`src/rtl/pc_pkg.sv`:
```
// Shared defaults and the fetch-state type for the program-counter fetch unit.
package pc_pkg;

    localparam int          ADDR_W_DEF   = 32;
    localparam int          INC_DEF      = 4;
    localparam int          INSTR_W      = 32;
    localparam logic [31:0] RESET_PC_DEF = 32'h0000_0000;

    typedef enum logic {
        WAIT = 1'b0,
        REQ  = 1'b1
    } fetch_state_e;

endpackage

```
`src/rtl/fetch_slot.sv`:
```
// Single-entry output register between fetch and decode: load, flush, handshake clear.
module fetch_slot
    import pc_pkg::*;
#(
    parameter int ADDR_W = ADDR_W_DEF,
    parameter int DATA_W = INSTR_W
) (
    input  logic              clk,
    input  logic              rst,
    input  logic              load,
    input  logic              flush,
    input  logic              ready,
    input  logic [DATA_W-1:0] load_data,
    input  logic [ADDR_W-1:0] load_pc,
    output logic              valid,
    output logic [DATA_W-1:0] data,
    output logic [ADDR_W-1:0] pc
);

    // Flush beats a refill; a refill beats the handshake clear.
    always_ff @(posedge clk) begin
        if (rst) begin
            valid <= 1'b0;
            data  <= '0;
            pc    <= '0;
        end else if (flush) begin
            valid <= 1'b0;
        end else if (load) begin
            valid <= 1'b1;
            data  <= load_data;
            pc    <= load_pc;
        end else if (valid && ready) begin
            valid <= 1'b0;
        end
    end

endmodule

```
`src/rtl/pc_fetch_unit.sv`:
```
// Program counter, instruction-memory fetch FSM and decode hand-off slot.
// Optional redirect alignment check is enabled by defining PC_ALIGN_CHECK_EN.
module pc_fetch_unit
    import pc_pkg::*;
#(
    parameter int                ADDR_W   = ADDR_W_DEF,
    parameter logic [ADDR_W-1:0] RESET_PC = ADDR_W'(RESET_PC_DEF),
    parameter int                INC      = INC_DEF
) (
    input  logic               clk,
    input  logic               rst,
    input  logic               stall,
    input  logic               redirect_valid,
    input  logic [ADDR_W-1:0]  redirect_pc,
    output logic               imem_req,
    output logic [ADDR_W-1:0]  imem_addr,
    input  logic               imem_ack,
    input  logic [INSTR_W-1:0] imem_rdata,
    output logic               instr_valid,
    output logic [INSTR_W-1:0] instr,
    output logic [ADDR_W-1:0]  instr_pc,
    input  logic               instr_ready,
    output logic               misalign_err
);

    fetch_state_e      state;
    logic [ADDR_W-1:0] pc;
    logic [ADDR_W-1:0] pc_tgt;
    logic [ADDR_W-1:0] pc_inc;
    logic              discard;
    logic              redir;
    logic              go;
    logic              slot_load;

`ifdef PC_ALIGN_CHECK_EN
    logic misaligned;

    assign misaligned = (redirect_pc % ADDR_W'(INC)) != '0;
    assign redir      = redirect_valid && !misaligned;

    always_ff @(posedge clk) begin
        if (rst) begin
            misalign_err <= 1'b0;
        end else if (redirect_valid && misaligned) begin
            misalign_err <= 1'b1;
        end
    end
`else
    assign redir        = redirect_valid;
    assign misalign_err = 1'b0;
`endif

    // imem: req is held with a stable addr until ack. decode: a transfer
    // happens on every cycle where instr_valid && instr_ready are both high.
    assign imem_req  = (state == REQ);
    assign imem_addr = pc;
    assign pc_inc    = pc + ADDR_W'(INC);
    assign go        = !stall && (!instr_valid || instr_ready);
    assign slot_load = (state == REQ) && imem_ack && !discard && !redir;

    // pc only moves when no request is outstanding, which keeps imem_addr
    // stable; a redirect during a request parks in pc_tgt until the ack.
    always_ff @(posedge clk) begin
        if (rst) begin
            state   <= WAIT;
            pc      <= RESET_PC;
            pc_tgt  <= RESET_PC;
            discard <= 1'b0;
        end else begin
            case (state)
                WAIT: begin
                    if (redir) begin
                        pc <= redirect_pc;
                    end
                    if (go) begin
                        state <= REQ;
                    end
                end
                REQ: begin
                    if (imem_ack) begin
                        state   <= WAIT;
                        discard <= 1'b0;
                        if (redir) begin
                            pc <= redirect_pc;
                        end else if (discard) begin
                            pc <= pc_tgt;
                        end else begin
                            pc <= pc_inc;
                        end
                    end else if (redir) begin
                        pc_tgt  <= redirect_pc;
                        discard <= 1'b1;
                    end
                end
                default: state <= WAIT;
            endcase
        end
    end

    fetch_slot #(
        .ADDR_W (ADDR_W),
        .DATA_W (INSTR_W)
    ) u_slot (
        .clk       (clk),
        .rst       (rst),
        .load      (slot_load),
        .flush     (redir),
        .ready     (instr_ready),
        .load_data (imem_rdata),
        .load_pc   (pc),
        .valid     (instr_valid),
        .data      (instr),
        .pc        (instr_pc)
    );

endmodule
```
`config.mk`:
```
export PLATFORM = sky130hd
export DESIGN_NAME = pc_fetch_unit
export DESIGN_NICKNAME = d
export VERILOG_FILES = /design/src/rtl/pc_pkg.sv /design/src/rtl/fetch_slot.sv /design/src/rtl/pc_fetch_unit.sv
export SDC_FILE = /design/constraint.sdc
export NUM_CORES = 1
export LEC_CHECK = 0
export CAP_MARGIN = 10
export CORE_AREA = 3 3 134 136
export CTS_CLUSTER_DIAMETER = 120
export DETAILED_ROUTE_END_ITERATION = 8
export DIE_AREA = 0 0 137 139
export PLACE_DENSITY_LB_ADDON = 0.05
export SYNTH_ARGS = -nofsm -noshare
export SYNTH_HDL_FRONTEND = slang
export SYNTH_SLANG_ARGS = --single-unit
export TNS_END_PERCENT = 5
```
`constraint.sdc`:
```
create_clock -name clk -period 4 [get_ports clk]
set_input_delay 0.8 -clock clk [delete_from_list [all_inputs] [get_ports clk]]
set_output_delay 0.8 -clock clk [all_outputs]
set_load 0.1 [all_outputs]
```
==> metrics.md, run 1 <==
| Metric | Value |
|---|---|
| Status | finished, final reports clean |
| Slew Viols, Final | 0 |
| DR pass1 iterations | 6 |
| Io pins | 169 |
| CP Capture Point | imem_req |
| Multi-input gate area | 2940 um2 |
| Post-Syn Area | 5870 um2 |
| Leak | 2.77 nW |
| Clock share of power | 44.6% |
| H-tree levels | 4 |
| Clock skew | 0.00643 ns |
| Met1 Usage GRT | 25.5% |
| CP required | 3.20 ns |
| CTS tree | built |
| Routed WL | 19300 um |
| Switch Pwr | 0.00116 W |
| Via Count | 5976 |
| Largest cells by area after synthesis | dfxtp_1 45%, nand2_1 14%, a21oi_1 12%, clkbuf_1 2.6%, o21ai_0 2.5% |
| Layout cell share with drive strength beyond 1 | 7.06% |
| Synth Flop Type | dfxtp_1 |
| Non-Filler Instances | 1146 |
| Vias in the first global route | 5701 |
| CTS hold repair buffers | 0 |
| Sequential Power Share | 37.5% |
| Fin crit period | 3.04 ns |
| Worst-path maximum fanout | 12 |
| Fill cell count | 1665 |
| Hold Crit Class | flop to flop |
| Post-cts resize count | 0 |
| Worst R2R Path Depth | 5 |
| Final HPWL DP | 12900 um |
| Fin. Hold Viols | 0 |
| Slowest CP cell | clkdlybuf4s50_1 |
| Seq cells post-synth | 131 |
| Unrepaired setup endpoints after global routing | false |
| Register area share after synthesis | 44.7% |
| Synth top cells by count | 218 x nand2_1, 137 x a21oi_1, 131 x dfxtp_1 |
| Num CTS Buffers | 17 |
| Reg2reg setup slack | 1.75 ns |
| Met2 Use GR | 32.8% |
| CP startpoint | imem_req |
| Tightest Pin Transition | 1.01 ns |
| Reg-to-Reg End | imem_addr[26] |
| Post-synth cell types | 58 |
| Number of synthesized flops with an enable pin | 0 |
| Synth warnings | 0 |
| Synthesized Nets | 839 |
| Internal | 0.00262 W |
| Clock Latency Late Sink | 0.42 ns |
| Drt wl/cell | 16.8 um |
| CORE AREA | 17100 um2 |
| Worst Hold Slack | 0.451 ns |
| Root Buffer | clkbuf_16 |
| Pin count of the biggest net entering global routing | 65 |
| TritonCTS Sinks | 131 |
| Switch share | 30.6% |
| Largest stage delay, worst path | 1.22 ns |
| Post-Synthesis Mean Instance Area | 7.64 um2 |
| Initial antenna violation count | 0 |
| Critical path launch point type | flop |
| First-pass GRT wire length | 30200 um |
| Stages on the worst setup path | 1 |
| Initial DRC Count | 322 |
| Die X | 137 um |
| Area growth from synthesis to final layout | 41.8% |
| Area leader, netlist | dfxtp_1 |
| Final setup fails | 0 |
| GP Congestion | 0.806 |
| Placed cell count | 1114 |
| Total of max-cap violations | 0 |
| Top-area cell type share of the netlist area | 44.7% |
| Combinational Power Share | 17.9% |
| Crit path cell chain | clkdlybuf4s50_1 |
| Final Cycle Share | 75.9% |
| CTS clk-pin slew, worst paths | 0.06 ns |
| Worst EP arrival | 2.24 ns |
| Top-count cell post-synth | nand2_1 |
| Residual antenna-violating net count after detailed routing | 0 |
| Worst vdd ir | 297 uV |
| Nets | 979 |
| Die Y | 139 um |
| Met3 usage | 4.50% |
| DR vias/cell | 5.21 |
| DRC Markers | 0 |
| Row Count | 48 |
| Highest clock rate | 329 MHz |
| Clock Tree Buf Depth | 2 |
| Crit path max-delay family | buffers and inverters |
| Starting Density | 34.4% |
| Reg2Reg Launch Point | imem_addr[15] |
| Post-synth ARST share | 0% |
| Storage element area | 2620 um2 |
| Critical path buffers and inverters | 1 |
| WS Path Type | flop to output pin |
| Crit end category | output pin |
| Grt ovf | 0 |
| Slew HR | 32.8% |
| Total GRT Usage | 19.7% |
| Setup TNS after final layout | 0 ns |
| Die area | 19000 um2 |
| PwrDens | 454 nW/um2 |
| Busiest grt layer | met2 |
| Number of diodes | 0 |
| Setup bufs post-CTS | 0 |
| PortBufs | 167 |
| Post-Syn Instances | 768 |
per-stage QoR:
step	setup WS, ns	total power [W]	area [um2]	utilization [%]
floorplan	1.48	0.00189	5870	-
global placement	1.04	0.00212	7680	45.0
detailed placement	0.962	0.00212	7680	45.0
CTS	0.950	0.00381	8320	48.8
global route	0.883	0.00391	8320	48.8
finish	0.965	0.00378	8320	48.8
power by group through the flow:
stage / clock, W / sequential [W] / combinational, W
6_report: 0.00169 / 0.00142 / 0.000676
5_1_grt: 0.00177 / 0.00143 / 0.000713
4_1_cts: 0.00172 / 0.00142 / 0.000678
3_5_place_dp: 0 / 0.00145 / 0.000675
3_3_place_gp: 0 / 0.00144 / 0.000672
2_1_floorplan: 0 / 0.00170 / 0.000194
cell usage in the layout (no fill, tap or decap), types with 5 or more instances in the layout:
cell,synthesis,routed
and4_1,6,6
nand4_1,11,11
dfxtp_1,131,131
clkdlybuf4s50_1,0,166
clkbuf_16,0,17
o21ai_0,29,29
buf_4,4,15
nand2_1,218,217
nand3_1,19,19
a21oi_1,137,137
o21ai_1,6,5
a221oi_1,8,8
or3_1,5,5
xnor2_1,5,5
inv_1,10,10
nor3_1,9,9
a211oi_1,7,7
clkinv_4,0,5
nor2_1,24,23
nand2b_1,5,5
registers in the layout (all words and copies together), names as in the netlist:
register      cells
imem_addr        32
u_slot.valid      1
u_slot.data      32
u_slot.pc        32
imem_req          1
pc_tgt           32
discard           1
how the worst min path moves through the flow:
stage	from	end	cells after the start
floorplan	pc_tgt[15]	pc_tgt[15]	2
global placement	pc_tgt[3]	pc_tgt[3]	2
detailed placement	pc_tgt[13]	pc_tgt[13]	2
CTS	u_slot.pc[24]	u_slot.pc[24]	2
global route	pc_tgt[13]	pc_tgt[13]	2
finish	u_slot.pc[24]	u_slot.pc[24]	2
cells by family (layout without fill, tap and decap cells):
| family | Yosys count | after routing | synth area share (%) |
|---|---|---|---|
| DFF | 131 | 131 | 44.7 |
| buffers and inverters | 71 | 224 | 5.31 |
| other | 1 | 1 | 0.0639 |
| xor gates and xnor gates | 9 | 9 | 1.34 |
| muxes | 2 | 2 | 0.362 |
| and+or+nand+nor | 319 | 319 | 24.2 |
| adders and majority gates | 1 | 1 | 0.213 |
| AOI/OAI and AO/OA | 234 | 234 | 23.9 |
layout make-up:
type / count / area share, %
tap: 225 / 3.38
sequential: 131 / 31.5
clock buffer: 18 / 5.28
multi-input combinational: 566 / 35.4
timing repair buffer: 182 / 21.6
inverter: 10 / 0.451
clock inverter: 14 / 2.44
layer usage:
metal / vias to the layer above / wire [um]
met2: 216 / 9160
met1: 2793 / 8480
met4: 0 / 271
met5: - / 0
li1: 2949 / -
met3: 18 / 1390
(Power assumes the default switching activity.)
==> run 2: changes to the inputs <==
==> constraint.sdc (replaced) <==
create_clock -name clk -period 2.54 [get_ports clk]
set_input_delay 0.508 -clock clk [delete_from_list [all_inputs] [get_ports clk]]
set_output_delay 0.508 -clock clk [all_outputs]
set_load 0.1 [all_outputs]
==> run 2 against run 1 <==
Compared with the run above: via count decreased by 0.55%; global-route usage about the same; utilization decreased by 0.76 points; cell count increased by 1.2%; hold slack improved by 0.0013 ns; worst setup slack got worse by 0.50 ns; final area decreased by 1.6%; power increased by 54%; die area unchanged; sequential share of layout area increased by 0.50 points; first-iteration DRC count decreased by 27%; critical endpoint is now imem_addr[19]; largest power group unchanged.
==> metrics.md, run 2 (synthesized netlist as in run 1, its figures left out) <==
| Metric | Value |
|---|---|
| Status | finished, final reports clean |
| Clock Tree Buf Depth | 2 (unchanged) |
| Total GRT Usage | 19.8% (+0.027 points) |
| H-tree levels | 4 (unchanged) |
| Initial DRC Count | 234 (-27%) |
| Crit path cell chain | nand4_4, or4_4, o21a_1, o21ai_1, a31oi_1 |
| TritonCTS Sinks | 131 (unchanged) |
| Hold Crit Class | flop to flop |
| Num CTS Buffers | 17 (unchanged) |
| CORE AREA | 17100 um2 (unchanged) |
| Worst-path maximum fanout | 14 (+2) |
| Via Count | 5943 (-0.55%) |
| Layout cell share with drive strength beyond 1 | 18.9% (+12 points) |
| CTS tree | built |
| GP Congestion | 0.824 (+2.2%) |
| Fin. Hold Viols | 0 (unchanged) |
| Residual antenna-violating net count after detailed routing | 0 (unchanged) |
| Clock Latency Late Sink | 0.41 ns (about the same) |
| First-pass GRT wire length | 30100 um (-0.30%) |
| Met3 usage | 4.25% (-0.25 points) |
| Routed WL | 19100 um (-0.82%) |
| Row Count | 48 (unchanged) |
| Crit path max-delay family | simple AND/OR/NAND/NOR gates |
| PortBufs | 167 (unchanged) |
| Min-Delay Endpoint | u_slot.pc[1] |
| Leak | 3.03 nW (+9.1%) |
| Total of max-cap violations | 0 (unchanged) |
| WS Path Type | flop to flop |
| Initial antenna violation count | 0 (unchanged) |
| Io pins | 169 (unchanged) |
| Busiest grt layer | met2 |
| Most frequent cells in the layout | 217 x nand2_1, 137 x a21oi_1, 131 x dfxtp_1, 123 x buf_4, 68 x clkdlybuf4s50_1 |
| Clock skew | 0.00686 ns (+0.000434 ns) |
| Placed cell count | 1128 (+1.3%) |
| Reg2Reg Launch Point | imem_addr[4] |
| CP required | 2.84 ns (-0.36 ns) |
| Slew Viols, Final | 0 (unchanged) |
| Unrepaired setup endpoints after global routing | false |
| Final Cycle Share | 81.5% |
| DRC Markers | 0 (unchanged) |
| DR pass1 iterations | 5 (-1) |
| CTS hold repair buffers | 0 (unchanged) |
| Most common cell after layout, fill and taps aside | nand2_1 |
| Met2 Use GR | 32.6% (-0.23 points) |
| Final HPWL DP | 12900 um (about the same) |
| DR vias/cell | 5.12 (-1.8%) |
| Worst EP arrival | 2.37 ns (+0.13 ns) |
| Hold Path Stages | 2 (unchanged) |
| Nets | 993 (+1.4%) |
| Area growth from synthesis to final layout | 39.6% |
| Hold_sp | u_slot.pc[1] |
| Root Buffer | clkbuf_16 |
| Grt ovf | 0 (unchanged) |
| Worst vdd ir | 472 uV (+59%) |
| Final setup fails | 0 (unchanged) |
| Critical path launch point type | flop |
| Met1 Usage GRT | 25.9% (+0.41 points) |
| Number of diodes | 0 (unchanged) |
| Vias in the first global route | 5774 (+1.3%) |
| Reg-to-Reg End | imem_addr[19] |
| Crit end category | flop |
| PwrDens | 709 nW/um2 (+56%) |
| Pin count of the biggest net entering global routing | 117 (+80%) |
| Starting Density | 34.4% (unchanged) |
| Slew HR | 49.5% (+17 points) |
| Die X | 137 um (unchanged) |
| Setup bufs post-CTS | 0 (unchanged) |
| Fin crit period | 2.07 ns |
| Highest clock rate | 483 MHz |
| Drt wl/cell | 16.5 um (-2.0%) |
| Largest stage delay, worst path | 0.63 ns (-0.59 ns) |
| Die area | 19000 um2 (unchanged) |
| Setup TNS after final layout | 0 ns (unchanged) |
| Reg2reg setup slack | 0.47 ns (-1.28 ns) |
| Post-cts resize count | 0 (unchanged) |
| Critical path buffers and inverters | 0 (-1) |
| CTS clk-pin slew, worst paths | 0.06 ns (about the same) |
| Die Y | 139 um (unchanged) |
| Slowest CP cell | or4_4 |
| Non-Filler Instances | 1160 (+1.2%) |
| Worst R2R Path Depth | 5 (unchanged) |
| Tightest Pin Transition | 0.757 ns (-0.248 ns) |
-- run 2: changes by cell type in the layout (fill, tap and decap cells not counted), moves of 4 or more --
cell / previous run / this run
clkinv_2: 1 / 5
buf_12: 1 / 5
clkdlybuf4s50_1: 166 / 68
buf_4: 15 / 123
-- run 2: final cells by class --
| class | instances | area, um2 |
|---|---|---|
| fillers | 1689 | 8860 |
| multi-input cells | 566 | 2940 |
| flip-flops and latches | 131 | 2620 |
| repair buffers | 196 | 1700 |
| clock buffers | 18 | 439 |
| well taps | 225 | 282 |
| clock inverters | 14 | 163 |
| inverters | 10 | 37.5 |
-- run 2: worst reg2reg max path, delay by kind of cell (launching register included) --
kind / cells / cell delay (ns)
AO/OA/AOI/OAI: 3 / 0.44
flip-flops: 1 / 0.56
AND/OR/NAND/NOR: 2 / 0.95
-- run 2: per-layer routing --
| layer | vias up | routed length (um) |
|---|---|---|
| li1 | 2981 | - |
| met1 | 2760 | 8770 |
| met2 | 186 | 8780 |
| met3 | 16 | 1390 |
| met4 | 0 | 206 |
| met5 | - | 0 |
-- run 2: worst max path at each step --
stage	from	cells past startpoint	end
floorplan	imem_addr[3]	6	imem_addr[20]
global placement	redirect_valid	5	pc_tgt[5]
detailed placement	redirect_valid	7	u_slot.pc[11]
CTS	imem_addr[4]	5	imem_addr[19]
global route	imem_addr[4]	5	imem_addr[25]
finish	imem_addr[4]	5	imem_addr[19]
-- run 2: stage by stage --
stage	utilization [%]	worst slack (ns)	total power, W	hold slack [ns]	instance area [um2]
floorplan	-	0.0166	0.00298	0.431	5870
global placement	44.5	0.240	0.00335	0.440	7590
detailed placement	44.5	0.198	0.00335	0.444	7590
CTS	48.0	0.480	0.00586	0.452	8190
global route	48.0	0.332	0.00603	0.471	8190
finish	48.0	0.470	0.00581	0.452	8190
-- run 2: report_power, final --
group          total [W]  switching (W)  leakage [nW]  internal (W)
Sequential       0.00221      0.0000859          1.06       0.00213
Combinational    0.00109       0.000766          1.67      0.000326
Clock            0.00250       0.000937         0.287       0.00156
==> run 3: changes to the inputs <==
==> constraint.sdc (replaced) <==
create_clock -name clk -period 2 [get_ports clk]
set_input_delay 0.4 -clock clk [delete_from_list [all_inputs] [get_ports clk]]
set_output_delay 0.4 -clock clk [all_outputs]
set_load 0.1 [all_outputs]
==> run 3 against run 2 <==
Compared with the run above: wire length is 0.19% lower; sequential power grew 29%; global-route usage is 0.37 points higher; first-iteration DRC count rose by 46%; clock skew is essentially flat; largest cell class unchanged; die area is the same; non-clock buffer count grew 17; power grew 27%; via count is 2.2% higher.
==> metrics.md, run 3 (synthesized netlist as in run 1, its figures left out) <==
| Metric | Value |
|---|---|
| Worst R2R Path Depth | 6 (+1) |
| Finished Cell Area | 8550 um2 (+4.4%) |
| Fin. Hold Viols | 0 (unchanged) |
| Initial DRC Count | 342 (+46%) |
| Slew Viols, Final | 0 (unchanged) |
| Pin count of the biggest net entering global routing | 117 (unchanged) |
| First-pass GRT wire length | 30900 um (+2.5%) |
| CTS tree | built |
| Most common cell after layout, fill and taps aside | nand2_1 |
| WL met2 | 9210 um (+4.9%) |
| Row Count | 48 (unchanged) |
| GP Congestion | 0.816 (-0.91%) |
| Worst EP arrival | 2.02 ns (-0.35 ns) |
| Total GRT Usage | 20.1% (+0.37 points) |
| Fill cell count | 1704 (+0.89%) |
| Fin crit period | 1.75 ns (-0.320 ns) |
| PortBufs | 167 (unchanged) |
| Highest clock rate | 571 MHz (+18%) |
| Most frequent cells in the layout | 217 x nand2_1, 137 x a21oi_1, 126 x buf_4, 104 x dfxtp_1, 68 x clkdlybuf4s50_1 |
| Vias in the first global route | 6026 (+4.4%) |
| Final Cycle Share | 87.5% (+6.0 points) |
| Hold_sp | u_slot.pc[6] |
| Area growth from synthesis to final layout | 45.8% |
| Reg-to-Reg End | imem_addr[0] |
| Routed WL | 19100 um (-0.19%) |
| Num CTS Buffers | 17 (unchanged) |
| Hold Crit Class | flop to flop |
| Post-cts resize count | 0 (unchanged) |
| Residual antenna-violating net count after detailed routing | 0 (unchanged) |
| Unrepaired setup endpoints after global routing | false |
| PwrDens | 864 nW/um2 (+22%) |
| Highest routed layer | met4 |
| CP startpoint | imem_req |
| Total of max-cap violations | 0 (unchanged) |
| Critical path launch point type | flop |
| Slew HR | 60.3% (+11 points) |
| CTS hold repair buffers | 0 (unchanged) |
| Status | finished, final reports clean |
| Final HPWL DP | 13200 um (+2.7%) |
| Layout cell share with drive strength beyond 1 | 23.0% (+4.1 points) |
| Non-Filler Instances | 1177 (+1.5%) |
| Die area | 19000 um2 (unchanged) |
| H-tree levels | 4 (unchanged) |
| Worst-path maximum fanout | 19 (+5) |
| Die Y | 139 um (unchanged) |
| Metal-1 WL | 8490 um (-3.2%) |
| Drt wl/cell | 16.2 um (-1.6%) |
| DR vias/cell | 5.16 (+0.69%) |
| Number of diodes | 0 (unchanged) |
| TritonCTS Sinks | 131 (unchanged) |
| Reg2Reg Launch Point | imem_req |
| Placed cell count | 1145 (+1.5%) |
| Via Count | 6072 (+2.2%) |
| CP required | 2.27 ns (-0.57 ns) |
| Clock skew | 0.00678 ns (-0.0000805 ns) |
| Reg2reg setup slack | 0.25 ns (-0.22 ns) |
| Setup TNS after final layout | 0 ns (unchanged) |
| Clock Latency Late Sink | 0.42 ns (about the same) |
| WS Path Type | flop to flop |
| Placed Area | 7950 um2 (+4.7%) |
| Leak | 3.19 nW (+5.3%) |
| CP Capture Point | imem_addr[0] |
| Die X | 137 um (unchanged) |
| WL met3 | 1170 um (-16%) |
| Clock Tree Buf Depth | 2 (unchanged) |
| CTS clk-pin slew, worst paths | 0.06 ns (about the same) |
| Initial antenna violation count | 0 (unchanged) |
| Io pins | 169 (unchanged) |
| Setup bufs post-CTS | 0 (unchanged) |
| DRC Markers | 0 (unchanged) |
| CORE AREA | 17100 um2 (unchanged) |
| DR pass1 iterations | 5 (unchanged) |
| Nets | 1010 (+1.7%) |
| Tightest Pin Transition | 0.596 ns (-0.161 ns) |
| Root Buffer | clkbuf_16 |
| Worst vdd ir | 598 uV (+27%) |
| Starting Density | 34.4% (unchanged) |
| Grt ovf | 0 (unchanged) |
| Crit end category | flop |
| Final setup fails | 0 (unchanged) |
==> run 3: changes by cell type in the layout (fill, tap and decap cells not counted) <==
cell / delta
clkinvlp_4: -4
clkinv_2: -1
buf_4: +3
clkbuf_16: +2
dfxtp_1: -27
dfxtp_2: +18
bufinv_16: -2
dfxtp_4: +9
clkbuf_1: +2
buf_12: +14
clkbuf_8: +3
==> run 3: where the power goes <==
group          internal, W  total (W)  switching [W]
Clock              0.00199    0.00312        0.00113
Sequential         0.00271    0.00284       0.000127
Combinational     0.000467    0.00143       0.000964
==> run 3: how the worst min path moves through the flow <==
stage | slack (ns) | endpoint | cells past startpoint
3_5_place_dp | 0.45 | pc_tgt[7] | 2
2_1_floorplan | 0.43 | pc_tgt[15] | 2
5_1_grt | 0.47 | u_slot.pc[2] | 2
4_1_cts | 0.46 | u_slot.pc[2] | 2
6_report | 0.45 | u_slot.pc[6] | 2
3_3_place_gp | 0.44 | pc_tgt[3] | 2
==> run 3: critical path, stage by stage, from the launching register on <==
cell and delay (ns):
dfxtp_2 0.48, nor2b_1 0.26, buf_12 0.19, nand2_1 0.23, buf_4 0.23, a21oi_1 0.14, a211oi_1 0.06
==> run 3: metal layers <==
metal  track usage [%]  vias up
met3              4.54       20
met1              25.9     2864
li1                  -     3000
met2              33.5      188
met4              6.20        0
met5                 0        -
==> run 3: area by class of cell <==
type	instances	area (um2)	share of cell area, %
well taps	225	282	3.29
flip-flops and latches	131	2680	31.3
clock inverters	7	67.6	0.790
clock buffers	25	538	6.29
repair buffers	213	2010	23.5
multi-input cells	566	2940	34.4
inverters	10	37.5	0.439
==> run 3: metrics by stage <==
stage	utilization, %	power [W]	hold slack, ns	worst slack (ns)
after floorplan	-	0.00379	0.431	0.0103
after global placement	46.6	0.00431	0.439	-0.0626
after CTS	50.2	0.00747	0.455	0.219
after global routing	50.2	0.00768	0.472	0.0520
after detailed placement	46.6	0.00433	0.446	-0.0889
final	50.2	0.00739	0.453	0.250
